$ cat config.mk
export PLATFORM = sky130hd
export DESIGN_NAME = btn_debounce
export DESIGN_NICKNAME = d
export VERILOG_FILES = /design/src/rtl/btn_debounce_pkg.sv /design/src/rtl/btn_debounce_sync_2ff.sv /design/src/rtl/btn_debounce.sv
export SDC_FILE = /design/constraint.sdc
export NUM_CORES = 1
export LEC_CHECK = 0
export CAP_MARGIN = 15
export CORE_MARGIN = 4
export CORE_UTILIZATION = 45
export DETAILED_ROUTE_END_ITERATION = 7
export SYNTH_ARGS = -nofsm -noshare
export SYNTH_HDL_FRONTEND = slang
export SYNTH_SLANG_ARGS = --single-unit
$ cat constraint.sdc
create_clock -name clk_i -period 2.8 [get_ports clk_i]
set_input_delay 0.42 -clock clk_i [delete_from_list [all_inputs] [get_ports clk_i]]
set_output_delay 0.42 -clock clk_i [all_outputs]
set_load 0.005 [all_outputs]
$ cat src/rtl/btn_debounce_pkg.sv
// rtl/btn_debounce_pkg.sv - shared input-block constants: FSM encodings and default timings
package btn_debounce_pkg;

    // Debounce FSM encodings, shared with other input blocks
    localparam logic [1:0] ST_IDLE         = 2'd0;
    localparam logic [1:0] ST_PRESS_WAIT   = 2'd1;
    localparam logic [1:0] ST_PRESSED      = 2'd2;
    localparam logic [1:0] ST_RELEASE_WAIT = 2'd3;

    // 10 ms debounce and 1 s long-press at a 100 MHz clock
    localparam int DEF_DEBOUNCE_CNT = 1_000_000;
    localparam int DEF_LONG_CNT     = 100_000_000;

endpackage

$ cat src/rtl/btn_debounce_sync_2ff.sv
// rtl/btn_debounce_sync_2ff.sv - two-flop synchronizer for an asynchronous pin
module sync_2ff #(
    parameter logic RST_VAL = 1'b0
) (
    input  logic clk_i,
    input  logic rst_i,
    input  logic d_i,
    output logic q_o
);

    logic meta;

    // Resetting to the idle pin level keeps reset from looking like an edge
    always_ff @(posedge clk_i or posedge rst_i) begin
        if (rst_i) begin
            meta <= RST_VAL;
            q_o  <= RST_VAL;
        end else begin
            meta <= d_i;
            q_o  <= meta;
        end
    end

endmodule

$ cat src/rtl/btn_debounce.sv
// rtl/btn_debounce.sv - push-button debouncer with press/release/long-press pulses
module btn_debounce
    import btn_debounce_pkg::*;
#(
    parameter int DEBOUNCE_CNT = DEF_DEBOUNCE_CNT,
    parameter int DB_WIDTH     = 20,
    parameter int LONG_CNT     = DEF_LONG_CNT,
    parameter int LONG_WIDTH   = 27,
    parameter bit ACTIVE_LOW   = 1'b0
) (
    input  logic clk_i,
    input  logic rst_i,
    input  logic btn_i,
    output logic level_o,
    output logic press_o,
    output logic release_o,
    output logic long_o
);

    localparam logic [DB_WIDTH-1:0]   DB_LAST   = DB_WIDTH'(DEBOUNCE_CNT - 1);
    localparam logic [LONG_WIDTH-1:0] LONG_LAST = LONG_WIDTH'(LONG_CNT - 1);

    logic                  sync_q;
    logic                  s;
    logic [1:0]            state;
    logic [DB_WIDTH-1:0]   db_cnt;
    logic [LONG_WIDTH-1:0] hold_cnt;
    logic                  long_done;

    sync_2ff #(
        .RST_VAL (ACTIVE_LOW)
    ) u_sync (
        .clk_i (clk_i),
        .rst_i (rst_i),
        .d_i   (btn_i),
        .q_o   (sync_q)
    );

    // Normalise polarity so s = 1 always means pressed
    assign s = sync_q ^ ACTIVE_LOW;

    // Debounce FSM; pulses default low and are raised only on accepted events
    always_ff @(posedge clk_i or posedge rst_i) begin
        if (rst_i) begin
            state     <= ST_IDLE;
            db_cnt    <= '0;
            hold_cnt  <= '0;
            long_done <= 1'b0;
            level_o   <= 1'b0;
            press_o   <= 1'b0;
            release_o <= 1'b0;
            long_o    <= 1'b0;
        end else begin
            press_o   <= 1'b0;
            release_o <= 1'b0;
            long_o    <= 1'b0;
            case (state)
                ST_IDLE: begin
                    if (s) begin
                        state  <= ST_PRESS_WAIT;
                        db_cnt <= '0;
                    end
                end
                ST_PRESS_WAIT: begin
                    if (!s) begin
                        state <= ST_IDLE;
                    end else if (db_cnt == DB_LAST) begin
                        state     <= ST_PRESSED;
                        level_o   <= 1'b1;
                        press_o   <= 1'b1;
                        hold_cnt  <= '0;
                        long_done <= 1'b0;
                    end else begin
                        db_cnt <= db_cnt + 1'b1;
                    end
                end
                ST_PRESSED: begin
                    // long_done survives release bounces so a held press reports once
                    if (hold_cnt == LONG_LAST && !long_done) begin
                        long_o    <= 1'b1;
                        long_done <= 1'b1;
                    end
                    if (!s) begin
                        state  <= ST_RELEASE_WAIT;
                        db_cnt <= '0;
                    end else if (hold_cnt != LONG_LAST) begin
                        hold_cnt <= hold_cnt + 1'b1;
                    end
                end
                ST_RELEASE_WAIT: begin
                    if (s) begin
                        state <= ST_PRESSED;
                    end else if (db_cnt == DB_LAST) begin
                        state     <= ST_IDLE;
                        level_o   <= 1'b0;
                        release_o <= 1'b1;
                    end else begin
                        db_cnt <= db_cnt + 1'b1;
                    end
                end
                default: state <= ST_IDLE;
            endcase
        end
    end

endmodule

### Word level (Yosys, flattened, before mapping)

Index checks and enable logic that the tools add are counted.

| operators by class | value |
|---|---|
| add/sub/neg operators | 2 |
| equal/unequal tests | 17 |
| multiplexer cells | 33 |
| reductions and logical operators | 10 |

Operator list:

| cell | count |
|---|---|
| 27-bit 2-to-1 mux | 4 |
| 20-bit 2-to-1 mux | 5 |
| 20-bit one-hot mux with 4 select lines | 1 |
| 27-bit one-hot mux with 2 select lines | 1 |
| 27-bit by 1-bit adder with 27-bit output (second input constant) | 1 |
| 27-bit == test (second input constant) | 1 |
| 27-bit inequality test (second input constant) | 1 |
| 20-bit by 1-bit adder with 20-bit output (second input constant) | 1 |
| 20-bit == test (second input constant) | 1 |
| 1-bit 2-to-1 mux | 13 |
| 2-bit 2-to-1 mux | 6 |
| 2-bit inequality test (second input constant) | 6 |
| 4-bit AND reduction | 3 |
| 5-bit AND reduction | 2 |
| 2-bit one-hot mux with 4 select lines | 1 |
| 2-bit by 1-bit inequality test with 1-bit output (second input constant) | 3 |
| 2-bit == test (second input constant) | 2 |
| 1-bit one-hot mux with 2 select lines | 2 |
| 2-bit nonzero test | 2 |
| 3-bit by 2-bit inequality test with 1-bit output (second input constant) | 1 |
| 3-bit inequality test (second input constant) | 1 |
| 2-bit by 1-bit == test with 1-bit output (second input constant) | 1 |
| 2-bit logical NOT | 1 |
| 1-bit logical AND | 1 |
| 1-bit logical NOT | 1 |

| storage, ports and cells | value |
|---|---|
| register bits after elaboration | 56 |
| output and inout bits | 4 |
| bits of input ports | 3 |

### Longest topological paths before layout

Gate-level depths: netlist of the first run.

| depth | value |
|---|---|
| depth after elaboration | 4 |
| depth in mapped cells | 8 |
| depth with buffers taken out | 6 |

### Hierarchy

Synthesis of the first run repeated with hierarchy kept, for this count alone.

| unflattened totals | value |
|---|---|
| cell total of the unflattened synthesis | 341 |
| area total of the unflattened synthesis | 3148.0 sq um |

Modules (own cells, without submodules):

| module | cells an instance | sequential area each (sq um) | times used | area an instance (sq um) |
|---|---|---|---|---|
| btn_debounce | 338 | 1351.3 | 1 | 3094.2 |
| sync_2ff | 3 | 50.0 | 1 | 53.8 |

### Worst setup path before layout of the first run

No wires, ideal clock.

| path | value |
|---|---|
| path kind | register to register |
| start point | reg db_cnt[11] |
| end point | reg hold_cnt[23] |
| path buffers | 1 |
| arrival time | 2.405 ns |
| library setup time | 0.077 ns |
| path slack | 0.317 ns |
| stages on the path, launching flop included | 7 |
| clock period less this slack | 2.483 ns |
| cell sequence | dfrtp_1 or4b_1 or4_1 buf_2 o31a_1 or4_1 a21oi_1 |

| between the ends | value |
|---|---|
| cells in the longest elaborated chain, start to end | 3 |

RTL lines:

| element | RTL line | RTL |
|---|---|---|
| start: declaration | btn_debounce.sv:26 | `logic [DB_WIDTH-1:0] db_cnt;` |
| start signal: assignment | btn_debounce.sv:74 | `db_cnt <= db_cnt + 1'b1;` |
| start signal: assignment | btn_debounce.sv:98 | `db_cnt <= db_cnt + 1'b1;` |
| 20-bit == test | btn_debounce.sv:67 | `end else if (db_cnt == DB_LAST) begin` |
| 2-bit inequality test (no source line) | -- |  |
| 5-bit AND reduction (no source line) | -- |  |
| end signal: assignment | btn_debounce.sv:87 | `hold_cnt <= hold_cnt + 1'b1;` |
| end: declaration | btn_debounce.sv:27 | `logic [LONG_WIDTH-1:0] hold_cnt;` |

Every way passes these cells.
A chain may end at the register's enable or synchronous reset.

### Final worst setup path of the first run

| path | value |
|---|---|
| start point | reg db_cnt[10] |
| end point | reg hold_cnt[23] |

The elaborated chain is that of the path after synthesis.

==> results of run 1 <==
==> worst max-delay path: stages (launching register included) <==
cell,delay (ns)
dfrtp_1,0.43
or4b_1,0.53
or4_1,0.52
o31a_2,0.44
or4_1,0.50
a21oi_1,0.15
==> cell usage after synthesis, types with 2 or more instances <==
cell      instances
o31ai_1           5
and3_1            4
o21ai_0          16
dfrtp_1          56
nand2_1          26
nand4_1          15
ha_1              2
a211oi_1          3
or4_1             7
clkbuf_1         13
nor2_1           39
nand2b_1          4
or2_2             2
inv_1             8
nor3b_1           3
nor3_1            6
or3_1            14
nand3_1          18
and2_1            2
xor2_1           12
xnor2_1          16
o211ai_1          2
nand3b_1          2
a21o_1            2
nor4_1           10
a21oi_1          19
and4_1            2
==> layout make-up <==
class	instances	share of cell area, %
clock buffers	7	2.93
clock inverters	1	0.914
inverters	8	0.914
multi-input cells	247	44.7
flip-flops and latches	56	42.7
well taps	77	2.93
repair buffers	18	4.95
==> metal layers <==
| layer | GRT usage (%) | up-vias | wire length, um |
|---|---|---|---|
| met4 | 5.14 | 0 | 92 |
| met5 | 0 | - | 0 |
| li1 | - | 1193 | - |
| met2 | 31.0 | 30 | 3140 |
| met1 | 23.4 | 1166 | 2990 |
| met3 | 3.32 | 11 | 173 |
==> kinds of logic after synthesis <==
family                     synth area share, %
DFF                                       47.5
buffers and inverters                     2.84
muxes                                    0.721
adders and majority gates                0.848
and+or+nand+nor                           29.3
AOI/OAI and AO/OA                         10.5
xor gates and xnor gates                  8.31
==> registers in the layout (all words and copies together), names as in the netlist, named ones only <==
name         count
db_cnt          20
hold_cnt        27
level_o          1
long_done        1
long_o           1
press_o          1
release_o        1
state            1
u_sync.meta      1
u_sync.q_o       1
==> power breakdown <==
group,internal (mW),switching (mW)
sequential,0.816,0.0104
combinational,0.0176,0.0332
clock,0.316,0.268
total,1.15,0.311
==> stage by stage <==
stage / instance area [um2] / std cells / total power [mW] / hold slack (ns)
final: 3280 / 414 / 1.46 / 0.360
after global routing: 3280 / 414 / 1.52 / 0.366
after CTS: 3280 / 414 / 1.48 / 0.364
after detailed placement: 3160 / 406 / 0.894 / 0.341
after global placement: 3160 / 406 / 0.894 / 0.333
after floorplan: 2950 / 325 / 0.871 / 0.331
==> path summary, 6_finish.rpt <==
kind / start / to / slack [ns] / cells after the start
max: db_cnt[10]$_DFFE_PP0P_ / hold_cnt[23]$_DFFE_PP0P_ / 0.18 / 5
min: u_sync.meta$_DFF_PP0_ / u_sync.q_o$_DFF_PP0_ / 0.36 / 0
max reg2reg: db_cnt[10]$_DFFE_PP0P_ / hold_cnt[23]$_DFFE_PP0P_ / 0.18 / 5
min reg2reg: u_sync.meta$_DFF_PP0_ / u_sync.q_o$_DFF_PP0_ / 0.36 / 0
max in group asynchronous: rst_i / release_o$_DFF_PP0_ / 1.75 / 3
min in group asynchronous: rst_i / press_o$_DFF_PP0_ / 0.48 / 2
==> repair_timing <==
item                       4_1_cts  5_1_grt
hold endpoints to repair         0        0
gates resized for setup          0        1
setup buffers                    0        0
setup endpoints to repair        0        1
==> impl_metrics.py, run 1 <==
metrics = {
    "route": {
        "drt-pass1-iter-count": 4,
        "drt_iter0_markers": 148,
        "viasPerCell": 5.80,
        "drc": 0,
        "routed_wl_um": 6390,
        "avgRoutedWirePerCell_um": 15.4,
        "drtAntennaViolNets": 0,
        "vias": 2400,
    },
    "clocking": {
        "cts_root_buf": "clkbuf_8",
        "clk_path_buf_depth": 2,
        "htreeDepth": 2,
        "clock_latency_ns": 0.31,
        "path_clk_slew_ns": 0.10,
        "cts_made_buffers": 5,
        "cts_num_sinks": 56,
        "cts_tree": "done",
        "holdBufCountCts": 0,
    },
    "timing": {
        "worst_pin_slew_ns": 0.577,
        "hold_violations": 0,
        "period_share_pct": 93.5,
        "relSlewSlack_pct": 61.5,
        "clock.fmax_mhz": 382,
        "finClkSkew_ns": 0.0152,
        "tns_ns": 0,
        "finalSetupViolations": 0,
        "min_period_ns": 2.62,
        "rsz0062_at_grt": "false",
        "fin_ws_ns": 0.182,
        "final_max_slew_viol_count": 0,
    },
    "floorplan": {
        "core_um2": 6350,
        "dieArea_um2": 7920,
        "ios": 7,
        "start_util_pct": 46.5,
        "die_h_um": 89.0,
        "row_count": 29,
        "die_w_um": 89.0,
    },
    "logic_synthesis": {
        "synth_edf_count": 0,
        "syn_nets": 330,
        "synthTopCellsByArea": "dfrtp_1 (47%), nor2_1 (5.0%), xnor2_1 (4.7%)",
        "synth_cell_types": 44,
        "synth_top_area_share_pct": 47.5,
        "synthArstFlopShare_pct": 100,
        "yosysTopAreaCell": "dfrtp_1",
        "postSynthCellCount": 325,
        "synth_seq_area_share_pct": 47.5,
        "synthFlopType": "dfrtp_1",
        "synthesis.area_um2": 2950,
        "ys_seq_elements": 56,
        "ys_warn_count": 0,
        "avgSynthCellArea_um2": 9.08,
    },
    "run_status": {
        "status": "finished, final reports clean",
    },
    "finish": {
        "seq_area_um2": 1400,
        "multi_input_area_um2": 1470,
        "insertedDiodeCount": 0,
        "drive_gt1_share_pct": 7.72,
        "layout_commonest_cell": "dfrtp_1",
        "layout_common_cells": "dfrtp_1 (56), nor2_1 (39), nand2_1 (26)",
        "syn2layout_area_growth_pct": 11.3,
        "fin_nets": 341,
        "final_util_pct": 51.7,
        "fill_cells": 581,
    },
    "grt": {
        "grt_antenna_before_repair": 0,
        "overflow": 0,
        "grt_pass1_wl_um": 11400,
        "first_global_vias": 2447,
        "grt_max_degree": 31,
        "track_usage_pct": 18.1,
    },
    "placement": {
        "port_buffers": 6,
        "dp_hpwl_um": 4390,
        "finalWeightedCongestion": 0.835,
        "pre_cts_slack_ns": 0.123,
    },
    "setup_path": {
        "worstSetupPathType": "register to register",
        "endpoint_kind": "register",
        "path_max_fanout": 18,
        "cp-start-kind": "register",
        "cp_data_arrival_time_ns": 2.86,
        "cp.required_ns": 3.04,
    },
    "power_and_ir_drop": {
        "power_leakage_nw": 1.33,
        "powerDensity_nw_per_um2": 445,
        "vdd_ir_drop_max_uv": 278,
    },
    "run": {
        "cap_violations": 0,
    },
    "worst_hold_path": {
        "worstHoldPathType": "register to register",
    },
}
Note: power is estimated with default switching activity, not from simulation.
==> inputs of run 2 (changes only) <==
==> constraint.sdc (replaced) <==
create_clock -name clk_i -period 2.8 [get_ports clk_i]
set_input_delay 0.42 -clock clk_i [delete_from_list [all_inputs] [get_ports clk_i]]
set_output_delay 0.42 -clock clk_i [all_outputs]
set_load 0.1 [all_outputs]
==> run 2 against run 1 <==
Combinational power about the same. Clock skew decreased by 0.0042 ns. Final cell count is the same. Highest routed layer unchanged.
==> impl_metrics.py, run 2 (synthesized netlist as in run 1, its figures left out) <==
metrics = {
    "run_status": {
        "status": "finished, final reports clean",
    },
    "finish": {
        "layout_common_cells": "dfrtp_1 (56), nor2_1 (39), nand2_1 (26)",
        "largest_reg_flops": 27,
        "regMostFlops": "hold_cnt",
        "drive_gt1_share_pct": 8.90,
        "syn2layout_area_growth_pct": 10.9,
        "insertedDiodeCount": 0,
        "fin_nets": 341,
        "top_regs": "hold_cnt x27, db_cnt x20",
        "layout_commonest_cell": "dfrtp_1",
    },
    "clocking": {
        "path_clk_slew_ns": 0.10,
        "cts_num_sinks": 56,
        "cts_tree": "done",
        "htreeDepth": 2,
        "clk_path_buf_depth": 2,
        "holdBufCountCts": 0,
        "cts_made_buffers": 5,
        "cts_root_buf": "clkbuf_8",
        "clock_latency_ns": 0.31,
    },
    "placement": {
        "dp_hpwl_um": 4410,
        "port_buffers": 6,
        "finalWeightedCongestion": 0.810,
    },
    "setup_path": {
        "slowest_stage": "or4b_1",
        "path_max_fanout": 18,
        "cp_data_arrival_time_ns": 2.86,
        "max_stage_delay_ns": 0.54,
        "worstPathCellList": "or4b_1 > or4_1 > o31a_2 > or4_1 > a21oi_1",
        "crit_path_frequent_cell": "or4_1",
        "cp.required_ns": 3.04,
        "endpoint_kind": "register",
        "cp-start-kind": "register",
        "worstSetupPathType": "register to register",
    },
    "floorplan": {
        "start_util_pct": 46.5,
        "die_w_um": 89.0,
        "ios": 7,
        "row_count": 29,
        "die_h_um": 89.0,
        "core_um2": 6350,
        "dieArea_um2": 7920,
    },
    "grt": {
        "first_global_vias": 2384,
        "grt_pass1_wl_um": 11200,
        "overflow": 0,
        "grt_max_degree": 31,
        "grt_antenna_before_repair": 0,
        "track_usage_pct": 17.9,
    },
    "timing": {
        "relSlewSlack_pct": 60.9,
        "rsz0062_at_grt": "false",
        "tns_ns": 0,
        "hold_violations": 0,
        "worst_pin_slew_ns": 0.586,
        "finalSetupViolations": 0,
        "min_period_ns": 2.62,
        "period_share_pct": 93.5,
        "clock.fmax_mhz": 382,
        "final_max_slew_viol_count": 0,
        "finClkSkew_ns": 0.0110,
        "hold_slack_ns": 0.355,
    },
    "power_and_ir_drop": {
        "vdd_ir_drop_max_uv": 329,
        "finalPower_mw": 1.45,
        "powerDensity_nw_per_um2": 444,
        "power_leakage_nw": 1.34,
    },
    "route": {
        "drt-pass1-iter-count": 4,
        "vias": 2421,
        "drt_iter0_markers": 127,
        "avgRoutedWirePerCell_um": 15.3,
        "routed_wl_um": 6310,
        "drtAntennaViolNets": 0,
        "viasPerCell": 5.85,
        "drc": 0,
    },
    "run": {
        "cap_violations": 0,
    },
    "worst_hold_path": {
        "worstHoldPathType": "register to register",
    },
}
==> run 2: through the flow <==
stage | area, um2 | setup WS, ns | instances | utilization, %
after global placement | 3150 | 0.201 | 406 | 49.6
after floorplan | 2950 | 0.317 | 325 | -
after detailed placement | 3150 | 0.152 | 406 | 49.6
after global routing | 3270 | 0.0648 | 414 | 51.6
after CTS | 3270 | 0.129 | 414 | 51.5
final | 3270 | 0.182 | 414 | 51.6
==> run 2: area by class of cell <==
| type | count | area (um2) |
|---|---|---|
| repair buffers | 18 | 153 |
| clock buffers | 7 | 96.3 |
| fillers | 606 | 3080 |
| well taps | 77 | 96.3 |
| inverters | 8 | 30.0 |
| clock inverters | 1 | 30.0 |
| multi-input cells | 247 | 1470 |
| flip-flops and latches | 56 | 1400 |
==> run 2: repair_timing <==
| action | CTS | global route |
|---|---|---|
| setup buffers | 0 | 0 |
| endpoints found under the setup margin | 0 | 1 |
| gates resized for setup | 0 | 1 |
| hold endpoints to repair | 0 | 0 |
==> run 2: final timing paths <==
path | slack (ns) | cells past startpoint | from | end
worst max-delay path | 0.18 | 5 | db_cnt[10]$_DFFE_PP0P_ | hold_cnt[23]$_DFFE_PP0P_
worst min-delay path | 0.36 | 0 | u_sync.meta$_DFF_PP0_ | u_sync.q_o$_DFF_PP0_
worst max register to register | 0.18 | 5 | db_cnt[10]$_DFFE_PP0P_ | hold_cnt[23]$_DFFE_PP0P_
worst min register to register | 0.36 | 0 | u_sync.meta$_DFF_PP0_ | u_sync.q_o$_DFF_PP0_
max in group asynchronous | 1.74 | 3 | rst_i | hold_cnt[17]$_DFFE_PP0P_
min in group asynchronous | 0.49 | 2 | rst_i | press_o$_DFF_PP0_
==> run 2: routing by layer <==
metal / vias up / track usage, % / share of wire, %
met2: 37 / 30.4 / 48
li1: 1184 / - / -
met5: - / 0 / 0
met4: 0 / 5.68 / 1.1
met3: 8 / 2.76 / 2.3
met1: 1192 / 23.6 / 49
==> run 2: power by group <==
| part | switching [mW] | internal [mW] | leakage (nW) |
|---|---|---|---|
| sequential | 0.00994 | 0.816 | 0.774 |
| clock | 0.261 | 0.316 | 0.0645 |
| combinational | 0.0331 | 0.0175 | 0.504 |
==> run 2: worst max-delay path: cells and delay by family (launching register included) <==
family,cells,cell delay [ns]
simple gates,3,1.55
compound gates,2,0.57
flops,1,0.43
